$ cat src/rtl/lb_burst_arbiter_if.sv
// Request-side and local-bus signals of the two-port burst arbiter.
// The arbiter connects through the slave modport; requesters and the bus model use master.
interface lb_burst_arbiter_if #(
  parameter int ADDR_WIDTH = 24,
  parameter int DATA_WIDTH = 32,
  parameter int LEN_WIDTH  = 12
);
  logic [1:0]              req;
  logic [1:0]              req_wr;
  logic [2*ADDR_WIDTH-1:0] req_addr;
  logic [2*LEN_WIDTH-1:0]  req_len;
  logic [1:0]              gnt;
  logic [1:0]              wready;
  logic [2*DATA_WIDTH-1:0] wdata;
  logic [DATA_WIDTH-1:0]   rdata_o;
  logic [1:0]              rvalid_o;
  logic                    rlast_o;
  logic                    err;
  logic                    busy;
  logic                    lb_wren;
  logic                    lb_rden;
  logic                    lb_rdenlast;
  logic [ADDR_WIDTH-1:0]   lb_waddr;
  logic [ADDR_WIDTH-1:0]   lb_raddr;
  logic [DATA_WIDTH-1:0]   lb_wdata;
  logic [DATA_WIDTH-1:0]   lb_rdata;
  logic                    lb_rvalid;
  logic                    lb_rvalidlast;

  modport slave (
    input  req, req_wr, req_addr, req_len, wdata, lb_rdata, lb_rvalid, lb_rvalidlast,
    output gnt, wready, rdata_o, rvalid_o, rlast_o, err, busy,
           lb_wren, lb_rden, lb_rdenlast, lb_waddr, lb_raddr, lb_wdata
  );

  modport master (
    output req, req_wr, req_addr, req_len, wdata, lb_rdata, lb_rvalid, lb_rvalidlast,
    input  gnt, wready, rdata_o, rvalid_o, rlast_o, err, busy,
           lb_wren, lb_rden, lb_rdenlast, lb_waddr, lb_raddr, lb_wdata
  );
endinterface

$ cat src/rtl/lb_burst_arbiter.sv
// Two-port round-robin burst arbiter and sequencer in front of the local-bus BRAM controller.
// Grants one contiguous write or read burst at a time and steers read returns to the owner.
module lb_burst_arbiter #(
  parameter int ADDR_WIDTH = 24,
  parameter int DATA_WIDTH = 32,
  parameter int LEN_WIDTH  = 12,
  parameter int TIMEOUT    = 64
) (
  input logic               clk,
  input logic               rstn,
  lb_burst_arbiter_if.slave bus
);
  localparam int TW = $clog2(TIMEOUT + 1);

  typedef enum logic [1:0] {IDLE, WRITE, READ, DRAIN} state_t;

  state_t                state, state_d;
  logic                  owner, owner_d;
  logic                  prio, prio_d;
  logic [ADDR_WIDTH-1:0] addr, addr_d;
  logic [LEN_WIDTH-1:0]  remain, remain_d;
  logic [TW-1:0]         tcnt, tcnt_d;

  logic [1:0]            gnt_q, gnt_d;
  logic                  err_q, err_d;
  logic                  wren_q, wren_d;
  logic                  rden_q, rden_d;
  logic                  rdenlast_q, rdenlast_d;
  logic [ADDR_WIDTH-1:0] waddr_q, waddr_d;
  logic [ADDR_WIDTH-1:0] raddr_q, raddr_d;
  logic [DATA_WIDTH-1:0] wdata_q, wdata_d;

  logic                  winner;
  logic                  win_wr;
  logic [ADDR_WIDTH-1:0] win_addr;
  logic [LEN_WIDTH-1:0]  win_len;
  logic [DATA_WIDTH-1:0] own_wdata;
  logic                  reading;

  // With both ports requesting, prio decides; otherwise the single requester wins.
  assign winner    = (bus.req == 2'b11) ? prio : bus.req[1];
  assign win_wr    = bus.req_wr[winner];
  assign win_addr  = winner ? bus.req_addr[2*ADDR_WIDTH-1:ADDR_WIDTH] : bus.req_addr[ADDR_WIDTH-1:0];
  assign win_len   = winner ? bus.req_len[2*LEN_WIDTH-1:LEN_WIDTH] : bus.req_len[LEN_WIDTH-1:0];
  assign own_wdata = owner ? bus.wdata[2*DATA_WIDTH-1:DATA_WIDTH] : bus.wdata[DATA_WIDTH-1:0];

  always_comb begin
    state_d    = state;
    owner_d    = owner;
    prio_d     = prio;
    addr_d     = addr;
    remain_d   = remain;
    tcnt_d     = tcnt;
    gnt_d      = 2'b00;
    err_d      = 1'b0;
    wren_d     = 1'b0;
    rden_d     = 1'b0;
    rdenlast_d = 1'b0;
    waddr_d    = waddr_q;
    raddr_d    = raddr_q;
    wdata_d    = wdata_q;
    case (state)
      IDLE: begin
        if (bus.req != 2'b00) begin
          gnt_d  = winner ? 2'b10 : 2'b01;
          prio_d = ~winner;
          // A zero-length request is acknowledged and flagged but never reaches the bus.
          if (win_len == '0) begin
            err_d = 1'b1;
          end else begin
            owner_d  = winner;
            addr_d   = win_addr;
            remain_d = win_len;
            state_d  = win_wr ? WRITE : READ;
          end
        end
      end
      WRITE: begin
        wren_d   = 1'b1;
        waddr_d  = addr;
        wdata_d  = own_wdata;
        addr_d   = addr + ADDR_WIDTH'(1);
        remain_d = remain - LEN_WIDTH'(1);
        if (remain == LEN_WIDTH'(1)) state_d = IDLE;
      end
      READ: begin
        rden_d   = 1'b1;
        raddr_d  = addr;
        addr_d   = addr + ADDR_WIDTH'(1);
        remain_d = remain - LEN_WIDTH'(1);
        if (remain == LEN_WIDTH'(1)) begin
          rdenlast_d = 1'b1;
          tcnt_d     = TW'(TIMEOUT - 1);
          state_d    = DRAIN;
        end
      end
      DRAIN: begin
        if (bus.lb_rvalidlast) begin
          state_d = IDLE;
        end else if (tcnt == '0) begin
          err_d   = 1'b1;
          state_d = IDLE;
        end else begin
          tcnt_d = tcnt - TW'(1);
        end
      end
      default: state_d = IDLE;
    endcase
  end

  always_ff @(posedge clk) begin
    if (!rstn) begin
      state      <= IDLE;
      owner      <= 1'b0;
      prio       <= 1'b0;
      addr       <= '0;
      remain     <= '0;
      tcnt       <= '0;
      gnt_q      <= 2'b00;
      err_q      <= 1'b0;
      wren_q     <= 1'b0;
      rden_q     <= 1'b0;
      rdenlast_q <= 1'b0;
      waddr_q    <= '0;
      raddr_q    <= '0;
      wdata_q    <= '0;
    end else begin
      state      <= state_d;
      owner      <= owner_d;
      prio       <= prio_d;
      addr       <= addr_d;
      remain     <= remain_d;
      tcnt       <= tcnt_d;
      gnt_q      <= gnt_d;
      err_q      <= err_d;
      wren_q     <= wren_d;
      rden_q     <= rden_d;
      rdenlast_q <= rdenlast_d;
      waddr_q    <= waddr_d;
      raddr_q    <= raddr_d;
      wdata_q    <= wdata_d;
    end
  end

  // Read returns pass straight through, but only while a read burst owns the bus.
  assign reading         = (state == READ) || (state == DRAIN);
  assign bus.rdata_o     = bus.lb_rdata;
  assign bus.rvalid_o    = reading ? {owner & bus.lb_rvalid, ~owner & bus.lb_rvalid} : 2'b00;
  assign bus.rlast_o     = reading & bus.lb_rvalidlast;
  assign bus.wready      = (state == WRITE) ? (owner ? 2'b10 : 2'b01) : 2'b00;
  assign bus.busy        = (state != IDLE);
  assign bus.gnt         = gnt_q;
  assign bus.err         = err_q;
  assign bus.lb_wren     = wren_q;
  assign bus.lb_rden     = rden_q;
  assign bus.lb_rdenlast = rdenlast_q;
  assign bus.lb_waddr    = waddr_q;
  assign bus.lb_raddr    = raddr_q;
  assign bus.lb_wdata    = wdata_q;
endmodule

$ cat src/flat_wrapper.sv
// flat-port wrapper written by rule: the top's interface ports become plain ports
module lb_burst_arbiter_flat 
#(
  parameter int ADDR_WIDTH = 24,
  parameter int DATA_WIDTH = 32,
  parameter int LEN_WIDTH  = 12,
  parameter int TIMEOUT    = 64
)
  (clk, rstn, bus_req, bus_req_wr, bus_req_addr, bus_req_len, bus_wdata, bus_lb_rdata, bus_lb_rvalid, bus_lb_rvalidlast, bus_gnt, bus_wready, bus_rdata_o, bus_rvalid_o, bus_rlast_o, bus_err, bus_busy, bus_lb_wren, bus_lb_rden, bus_lb_rdenlast, bus_lb_waddr, bus_lb_raddr, bus_lb_wdata);
  lb_burst_arbiter_if #(.ADDR_WIDTH(ADDR_WIDTH), .DATA_WIDTH(DATA_WIDTH), .LEN_WIDTH(LEN_WIDTH)) bus_i ();
  input logic clk;
  input logic rstn;
  input wire logic [$bits(bus_i.req)-1:0] bus_req;
  input wire logic [$bits(bus_i.req_wr)-1:0] bus_req_wr;
  input wire logic [$bits(bus_i.req_addr)-1:0] bus_req_addr;
  input wire logic [$bits(bus_i.req_len)-1:0] bus_req_len;
  input wire logic [$bits(bus_i.wdata)-1:0] bus_wdata;
  input wire logic [$bits(bus_i.lb_rdata)-1:0] bus_lb_rdata;
  input wire logic [$bits(bus_i.lb_rvalid)-1:0] bus_lb_rvalid;
  input wire logic [$bits(bus_i.lb_rvalidlast)-1:0] bus_lb_rvalidlast;
  output wire logic [$bits(bus_i.gnt)-1:0] bus_gnt;
  output wire logic [$bits(bus_i.wready)-1:0] bus_wready;
  output wire logic [$bits(bus_i.rdata_o)-1:0] bus_rdata_o;
  output wire logic [$bits(bus_i.rvalid_o)-1:0] bus_rvalid_o;
  output wire logic [$bits(bus_i.rlast_o)-1:0] bus_rlast_o;
  output wire logic [$bits(bus_i.err)-1:0] bus_err;
  output wire logic [$bits(bus_i.busy)-1:0] bus_busy;
  output wire logic [$bits(bus_i.lb_wren)-1:0] bus_lb_wren;
  output wire logic [$bits(bus_i.lb_rden)-1:0] bus_lb_rden;
  output wire logic [$bits(bus_i.lb_rdenlast)-1:0] bus_lb_rdenlast;
  output wire logic [$bits(bus_i.lb_waddr)-1:0] bus_lb_waddr;
  output wire logic [$bits(bus_i.lb_raddr)-1:0] bus_lb_raddr;
  output wire logic [$bits(bus_i.lb_wdata)-1:0] bus_lb_wdata;
  assign bus_i.req = bus_req;
  assign bus_i.req_wr = bus_req_wr;
  assign bus_i.req_addr = bus_req_addr;
  assign bus_i.req_len = bus_req_len;
  assign bus_i.wdata = bus_wdata;
  assign bus_i.lb_rdata = bus_lb_rdata;
  assign bus_i.lb_rvalid = bus_lb_rvalid;
  assign bus_i.lb_rvalidlast = bus_lb_rvalidlast;
  assign bus_gnt = bus_i.gnt;
  assign bus_wready = bus_i.wready;
  assign bus_rdata_o = bus_i.rdata_o;
  assign bus_rvalid_o = bus_i.rvalid_o;
  assign bus_rlast_o = bus_i.rlast_o;
  assign bus_err = bus_i.err;
  assign bus_busy = bus_i.busy;
  assign bus_lb_wren = bus_i.lb_wren;
  assign bus_lb_rden = bus_i.lb_rden;
  assign bus_lb_rdenlast = bus_i.lb_rdenlast;
  assign bus_lb_waddr = bus_i.lb_waddr;
  assign bus_lb_raddr = bus_i.lb_raddr;
  assign bus_lb_wdata = bus_i.lb_wdata;
  lb_burst_arbiter #(.ADDR_WIDTH(ADDR_WIDTH), .DATA_WIDTH(DATA_WIDTH), .LEN_WIDTH(LEN_WIDTH), .TIMEOUT(TIMEOUT)) u_core (.clk(clk), .rstn(rstn), .bus(bus_i));
endmodule
$ cat config.mk
export PLATFORM = sky130hd
export DESIGN_NAME = lb_burst_arbiter_flat
export DESIGN_NICKNAME = d
export VERILOG_FILES = /design/src/rtl/lb_burst_arbiter_if.sv /design/src/rtl/lb_burst_arbiter.sv /design/src/flat_wrapper.sv
export SDC_FILE = /design/constraint.sdc
export NUM_CORES = 1
export LEC_CHECK = 0
export CAP_MARGIN = 20
export CORE_MARGIN = 2
export CORE_UTILIZATION = 44
export DETAILED_ROUTE_END_ITERATION = 10
export HOLD_SLACK_MARGIN = 0.02
export PLACE_DENSITY = 0.79
export SLEW_MARGIN = 20
export SYNTH_ARGS = -nofsm -noshare
export SYNTH_HDL_FRONTEND = slang
export SYNTH_SLANG_ARGS = --single-unit
$ cat constraint.sdc
create_clock -name clk -period 2.6 [get_ports clk]
set_input_delay 0.26 -clock clk [delete_from_list [all_inputs] [get_ports clk]]
set_output_delay 0.26 -clock clk [all_outputs]
set_load 0.005 [all_outputs]
### Word level (Yosys, flattened, before mapping)

Index checks and enable logic that the tools add are counted.
Widths: inputs -> output; s select.

| operators by class | value |
|---|---|
| add/subtract/negate cells | 3 |
| $lt $le $gt $ge | 1 |
| equality and inequality tests | 12 |
| mux-type cells | 36 |
| bitwise gates (word level) | 6 |
| reduce and logical (&&, ||, !) cells | 16 |

Operator list:

| cell | count |
|---|---|
| $mux 24 | 3 |
| $pmux 24 s2 | 1 |
| $mux 12 | 3 |
| $mux 32 | 1 |
| $add 24x1->24 const B | 1 |
| $pmux 12 s2 | 1 |
| $mux 2 | 11 |
| $mux 7 | 3 |
| $pmux 7 s2 | 1 |
| $eq 12x1->1 const B | 1 |
| $logic_not 12->1 | 1 |
| $sub 12x1->12 const B | 1 |
| $mux 1 | 10 |
| $reduce_and 3->1 | 3 |
| $pmux 2 s4 | 1 |
| $reduce_bool 2->1 | 4 |
| $logic_not 7->1 | 1 |
| $sub 7x1->7 const B | 1 |
| $eq 2x2->1 const B | 3 |
| $ne 2x1->1 const B | 3 |
| $ne 2x2->1 const B | 3 |
| $reduce_and 5->1 | 1 |
| $reduce_and 2->1 | 2 |
| $reduce_and 4->1 | 1 |
| other kinds (9) | 13 |

| storage, ports and cells | value |
|---|---|
| bits in registers | 133 |

### Depth between registers and ports, before layout

Gate-level depths: netlist of run 1.

| logic depth | value |
|---|---|
| depth after elaboration | 8 |
| gate-level depth with buffers | 8 |

### Worst setup path before layout of run 1

Ideal clock, no wire load.

| timing | value |
|---|---|
| path kind | register to register |
| from | register u_core.state[0] |
| to | register u_core.addr[12] |
| arrival | 1.901 ns |
| data required time | 2.508 ns |
| slack | 0.607 ns |
| stages on the path, launching flop included | 9 |
| path buffers | 3 |
| clock period less this slack | 1.993 ns |
| cell sequence | dfxtp_1 > inv_1 > ha_1 > or2_2 > buf_1 > and2_1 > buf_2 > buf_2 > o32ai_1 |

| between the ends | value |
|---|---|
| cells in the longest elaborated chain, start to end | 4 |
| elaborated cells between the ends (all ways) | 9 |

Ends and longest elaborated chain:

| element | RTL line | source |
|---|---|---|
| start, declared | lb_burst_arbiter.sv:17 | `state_t state, state_d;` |
| start signal, assigned | lb_burst_arbiter.sv:128 | `state <= state_d;` |
| $eq 2x1->1 or $eq 2x2->1 (tied branches) | lb_burst_arbiter.sv:62 | `case (state)` |
| $reduce_or 2->1 (no source line) | n/a |  |
| $reduce_bool 2->1 (no source line) | n/a |  |
| $reduce_and 3->1 (no source line) | n/a |  |
| end signal, assigned | lb_burst_arbiter.sv:131 | `addr <= addr_d;` |
| end, declared | lb_burst_arbiter.sv:20 | `logic [ADDR_WIDTH-1:0] addr, addr_d;` |

Parallel ways exist; a longest one is shown, timed or not.
A chain may end at the register's enable or synchronous reset.

### Worst setup path in the final report of run 1

| timing | value |
|---|---|
| from | register u_core.state[0] |
| to | output bus_rlast_o |

| between the ends | value |
|---|---|
| cells in the longest elaborated chain, start to end | 3 |
| elaborated cells between the ends (all ways) | 4 |

Ends and longest elaborated chain:

| element | RTL line | source |
|---|---|---|
| $eq 2x2->1 | lb_burst_arbiter.sv:146 | `assign reading = (state == READ) \|\| (state == DRAIN);` |
| $logic_or 1x1->1 * | lb_burst_arbiter.sv:146 |  |
| $and 1x1->1 * | lb_burst_arbiter.sv:149 | `assign bus.rlast_o = reading & bus.lb_rvalidlast;` |
| end, declared | flat_wrapper.sv:25 | `output wire logic [$bits(bus_i.rlast_o)-1:0] bus_rlast_o;` |

Mark *: on every way between the ends. The rest lies on a longest branch, timed or not.

==> impl_metrics.toml, run 1 <==
[yosys]
netlist_area_mm2 = 0.007208
ys.flop_type = "dfxtp_1"
avgSynthCellArea_um2 = 8.769
yosysSeqAreaShare = 0.3694
synth_nets = 1009
postSynth.asyncResetShare = 0
ys_ff_latch = 133
yosys-top-cells-area = "dfxtp_1 37%, mux2i_1 13%, nor2_1 5.2%, a211oi_1 3.6%, buf_4 3.4%"
synth_edf_count = 0
synth.top_cells.by_count = "133 x dfxtp_1, 99 x nor2_1, 94 x mux2i_1"
yosysMostFrequentCell = "dfxtp_1"
synthCells = 822
yosysUniqueCellTypes = 69
yosysWarnings = 0
synth_top_area_cell = "dfxtp_1"
synth_top_area_share = 0.3694

[clock_network]
clock-sinks = 133
max-clock-path-buffers = 2
cts_tree = "yes"
cts_buffers = 17
ctsHoldBuffers = 0
htreeDepth = 4
clk_pin_slew_ns = 0.06
cts_setup_buffers = 0
ctsResizeCount = 0
root_buffer = "clkbuf_16"
clk_latency_ns = 0.42

[timing]
slew_headroom = 0.6083
finalMaxSlewViolations = 0
rsz0062_at_grt = "false"
max_slew.worst_pin.slew_ns = 0.5794
fmax_mhz = 425.4
setup_violations = 0
skew_ns = 0.008299
period_share = 0.9041
hold_viol_final = 0
setup_tns_ns = 0
fin_crit_ns = 2.351

[setup_path]
crit_slowest_cell = "dfxtp_1"
critPathMaxStageDelay_ns = 0.46
worstPathArrival_ns = 2.09
crit_family = "buffers and inverters"
critPathCaptureType = "primary output"
path_cells = "inv_1, ha_2, inv_1, nand2_1, and2_1, clkdlybuf4s50_1"
worstSetupPathType = "reg -> out"
critPathBufInv = 3
crit_required_ns = 2.34
crit_path_max_fanout = 5
start_kind = "register"
crit_top_cell = "inv_1"

[die]
rows = 46
coreArea_mm2 = 0.01594
num_io_pins = 300
initial_core_util = 0.4521
die-area_mm2 = 0.01742
die_x_um = 132.0
die_h_um = 132.0

[outcome]
status = "completed"

[placed_design]
port_buffers = 235
placed_cell_area_mm2 = 0.009513
dp.cells = 1191
gp_congestion = 0.8715
hpwlAfterDp_um = 15380

[drt]
initialDrtViolationCount = 717
drt_wl_total_um = 22220
via_per_inst = 5.773
ant_nets = 0
drc = 0
post_drt_wl_per_cell_um = 18.17
drtPass1Iterations = 7
vias = 7060

[power_and_ir_drop]
powerDensity_mw_per_mm2 = 990.6
leakagePower_nw = 3.583
total_power_mw = 10.01
irDropWorstVdd_mv = 0.6471

[finish]
n_antenna_cell = 0
fin_cells = 1223
finish.instance_area_mm2 = 0.01011
area_growth_pct = 40.20
fillers = 1358
nets = 1181
drive_above_1_share = 0.09930

[global_route]
grt_pass1_wl_um = 35010
grt_max_degree = 60
grt-ovfl-total = 0
antenna_found_initial = 0
grt_util_all_layers = 0.2482
grt_pass1_vias = 6614

[min_path]
hold_class = "in -> reg"

[flow_run]
cap_viol_max_count = 0
## flip-flops by register name, summed over array words and instances (netlist names), 2 cells and up
register / flops
u_core.bus.lb_waddr: 24
u_core.bus.lb_raddr: 24
u_core.bus.gnt: 2
u_core.bus.lb_wdata: 32
u_core.remain: 12
u_core.tcnt: 7
u_core.state: 2
u_core.addr: 24
## metrics by stage
step	hold slack (ns)	setup slack, ns	util
floorplan	0.4418	0.6068	-
global placement	0.4500	0.3065	0.5967
detailed placement	0.4669	0.3248	0.5967
CTS	0.3444	0.2256	0.6339
finish	0.3571	0.2493	0.6339
global route	0.3717	0.1608	0.6339
## power breakdown
part	internal [mW]	switching (mW)	total, mW
Sequential	2.57	0.556	3.13
Clock	1.44	0.989	2.43
Combinational	2.17	2.29	4.46
## area by class of cell
| class | count | area [um^2] | area share |
|---|---|---|---|
| multi-input combinational | 563 | 3911 | 0.3870 |
| tap | 216 | 270.3 | 0.02674 |
| timing repair buffer | 259 | 2590 | 0.2563 |
| sequential | 133 | 2664 | 0.2636 |
| inverter | 20 | 77.57 | 0.007676 |
| clock inverter | 15 | 167.7 | 0.01659 |
| clock buffer | 17 | 425.4 | 0.04210 |
## cells in the final DEF (no fill, tap or decap), types with 8 or more instances in the layout
master           Yosys  routed
ha_1                11       8
a22oi_1             11      11
nand3_1             16      16
clkbuf_16            0      17
nor4_1              13      13
nor2_1              99      99
clkdlybuf4s50_1      0     234
o211ai_1             8       8
nand2_1             54      54
mux2i_1             94      94
nor3_1              13      13
a21oi_1             40      40
o21ai_0             16      16
a211oi_1            35      35
inv_1               18      18
dfxtp_1            133     132
mux2_2              18      18
o32ai_1             24      24
buf_4               33      19
## worst min-delay path, stage by stage
cell	delay (ns)
buf_2	0.11
inv_4	0.19
nor2_1	0.15
## logic make-up (layout without fill, tap and decap cells)
kind of cell             count (synthesis)  count (layout)  share of synthesized area
AND/OR/NAND/NOR                        240             240                     0.1557
AO/OA/AOI/OAI                          200             200                     0.2067
flip-flops                             133             133                     0.3694
buffers and inverters                  126             311                    0.09044
multiplexers                           112             112                     0.1587
adder cells (fa/ha/maj)                 11              11                    0.01909
## worst paths after layout
kind                         start                       to  slack [ns]  depth (start not counted)
setup / recovery   u_core.state[0]              bus_rlast_o        0.25                          6
hold / removal                rstn  u_core.bus.lb_waddr[14]        0.36                          3
setup reg to reg  u_core.remain[7]           u_core.tcnt[2]        0.28                          5
hold reg to reg   u_core.remain[6]         u_core.remain[6]        0.48                          2
## routing by layer
layer,GRT usage,part of all wire,up-vias
li1,-,-,3334
met1,0.3077,0.41,3256
met2,0.4060,0.47,409
met3,0.07766,0.099,61
met4,0.08937,0.025,0
met5,0,0,-
No activity file was read; power rests on OpenSTA's default activity.
==> inputs of run 2 (changes only) <==
--- a/config.mk
+++ b/config.mk
@@ -11,7 +11,7 @@
 export DETAILED_ROUTE_END_ITERATION = 10
 export HOLD_SLACK_MARGIN = 0.02
 export PLACE_DENSITY = 0.79
-export SLEW_MARGIN = 20
 export SYNTH_ARGS = -nofsm -noshare
 export SYNTH_HDL_FRONTEND = slang
 export SYNTH_SLANG_ARGS = --single-unit
+export TNS_END_PERCENT = 50
==> results of run 2 <==
Final layout, timing and power as in run 1 (identical DEF).
==> inputs of run 3 (changes only) <==
--- a/config.mk
+++ b/config.mk
@@ -6,6 +6,7 @@
 export NUM_CORES = 1
 export LEC_CHECK = 0
 export CAP_MARGIN = 20
+export CORE_ASPECT_RATIO = 0.6
 export CORE_MARGIN = 2
 export CORE_UTILIZATION = 44
 export DETAILED_ROUTE_END_ITERATION = 10
==> impl_metrics.toml, run 3 (same netlist as run 1, synthesis figures left out) <==
[clock_network]
max-clock-path-buffers = 2
clock-sinks = 133
cts_tree = "yes"
ctsResizeCount = 0
root_buffer = "clkbuf_16"
cts_setup_buffers = 0
clk_latency_ns = 0.42
htreeDepth = 4
ctsHoldBuffers = 0
cts_buffers = 17
clk_pin_slew_ns = 0.06

[min_path]
hold_class = "in -> reg"
hold_start = "rstn"

[global_route]
antenna_found_initial = 0
met3_usage = 0.08292
grtUsageMet1 = 0.3551
grt_pass1_vias = 6472
use_met2 = 0.3664
grt_max_degree = 51
grt_pass1_wl_um = 34530
grt_busiest_layer = "met2"
grt-ovfl-total = 0
grt_util_all_layers = 0.2496

[power_and_ir_drop]
leakagePower_nw = 3.599
irDropWorstVdd_mv = 0.4447
powerDensity_mw_per_mm2 = 986.8

[setup_path]
critPathCaptureType = "primary output"
worstPathArrival_ns = 2.13
worstSetupPathType = "reg -> out"
cp-startpoint = "u_core.state[0]"
path_cells = "inv_1, ha_2, inv_1, nand2_1, and3_1, clkdlybuf4s50_1"
start_kind = "register"
crit_slowest_cell = "dfxtp_1"
critPathBufInv = 3
crit_family = "buffers and inverters"
crit_path_max_fanout = 5
crit_top_cell = "inv_1"
critPathMaxStageDelay_ns = 0.49
crit_required_ns = 2.34
regToRegStartpoint = "u_core.remain[7]"

[die]
initial_core_util = 0.4470
rows = 36
die-area_mm2 = 0.01746
num_io_pins = 300
die_x_um = 169.2
die_h_um = 103.1
coreArea_mm2 = 0.01613

[drt]
drtPass1Iterations = 7
post_drt_wl_per_cell_um = 18.09
drc = 0
vias = 6931
via_per_inst = 5.690
drt_wl_total_um = 22030
initialDrtViolationCount = 652
ant_nets = 0

[finish]
n_antenna_cell = 0
largest_register_ffs = 32
drive_above_1_share = 0.1021
nets = 1183
final_cell_mix = "234 x clkdlybuf4s50_1, 132 x dfxtp_1, 99 x nor2_1"
fin_cells = 1218
fillers = 1411
finish.instance_area_mm2 = 0.01010
final_common_cell = "clkdlybuf4s50_1"
regArea_mm2 = 0.002664
area_growth_pct = 40.08
multiInputGateArea_mm2 = 0.003914

[placed_design]
hpwlAfterDp_um = 15520
port_buffers = 235
placed_cell_area_mm2 = 0.009509
post-place-ws_ns = 0.2296
gp_congestion = 0.8436
dp.cells = 1186

[timing]
hold_viol_final = 0
setup_tns_ns = 0
finalMaxSlewViolations = 0
fmax_mhz = 418.4
fin_crit_ns = 2.390
max_slew.worst_pin.slew_ns = 0.5807
rsz0062_at_grt = "false"
setup_violations = 0
period_share = 0.9193
skew_ns = 0.009075
slew_headroom = 0.6074
setup_slack_ns = 0.2097

[outcome]
status = "completed"

[flow_run]
cap_viol_max_count = 0
==> run 3: cell count changes in the layout (fill, tap and decap cells not counted), sizes merged <==
| cell | delta |
|---|---|
| clkinvlp | -3 |
| inv | +1 |
| bufinv | -1 |
| buf | +2 |
| clkinv | +3 |
==> run 3: metal layers <==
layer | vias to the layer above | share of wire
met5 | - | 0
met4 | 0 | 0.0061
met3 | 15 | 0.096
met2 | 315 | 0.43
met1 | 3264 | 0.47
li1 | 3337 | -
==> run 3: worst paths after layout <==
| kind | to | slack (ns) | cells past startpoint |
|---|---|---|---|
| hold reg to reg | u_core.remain[6] | 0.47 | 2 |
| setup / recovery | bus_rvalid_o[1] | 0.21 | 6 |
| hold / removal | u_core.owner | 0.29 | 3 |
| setup reg to reg | u_core.tcnt[2] | 0.22 | 5 |
==> run 3: through the flow <==
| step | utilization | power, mW | hold WS [ns] |
|---|---|---|---|
| 6_report | 0.6262 | 9.964 | 0.2905 |
| 5_1_grt | 0.6262 | 10.62 | 0.3144 |
| 4_1_cts | 0.6262 | 9.952 | 0.2869 |
| 3_5_place_dp | 0.5897 | 7.504 | 0.4592 |
| 3_3_place_gp | 0.5897 | 7.410 | 0.4545 |
| 2_1_floorplan | - | 5.929 | 0.4418 |
==> run 3: where the power goes <==
part           switching, mW  internal (mW)  total (mW)
Combinational           2.30           2.14        4.44
Sequential             0.541           2.57        3.11
Clock                   1.05           1.36        2.41
Total                   3.89           6.07        9.96
==> run 3: worst min-delay path: cells and delay by family <==
| kind | cells | cell delay, ns |
|---|---|---|
| compound gates | 1 | 0.15 |
| buf+inv | 2 | 0.26 |
==> run 3: layout make-up <==
class | count | area share
clock buffer | 17 | 0.04213
clock inverter | 15 | 0.01611
inverter | 20 | 0.007683
multi-input combinational | 563 | 0.3876
sequential | 133 | 0.2638
tap | 209 | 0.02590
timing repair buffer | 261 | 0.2568
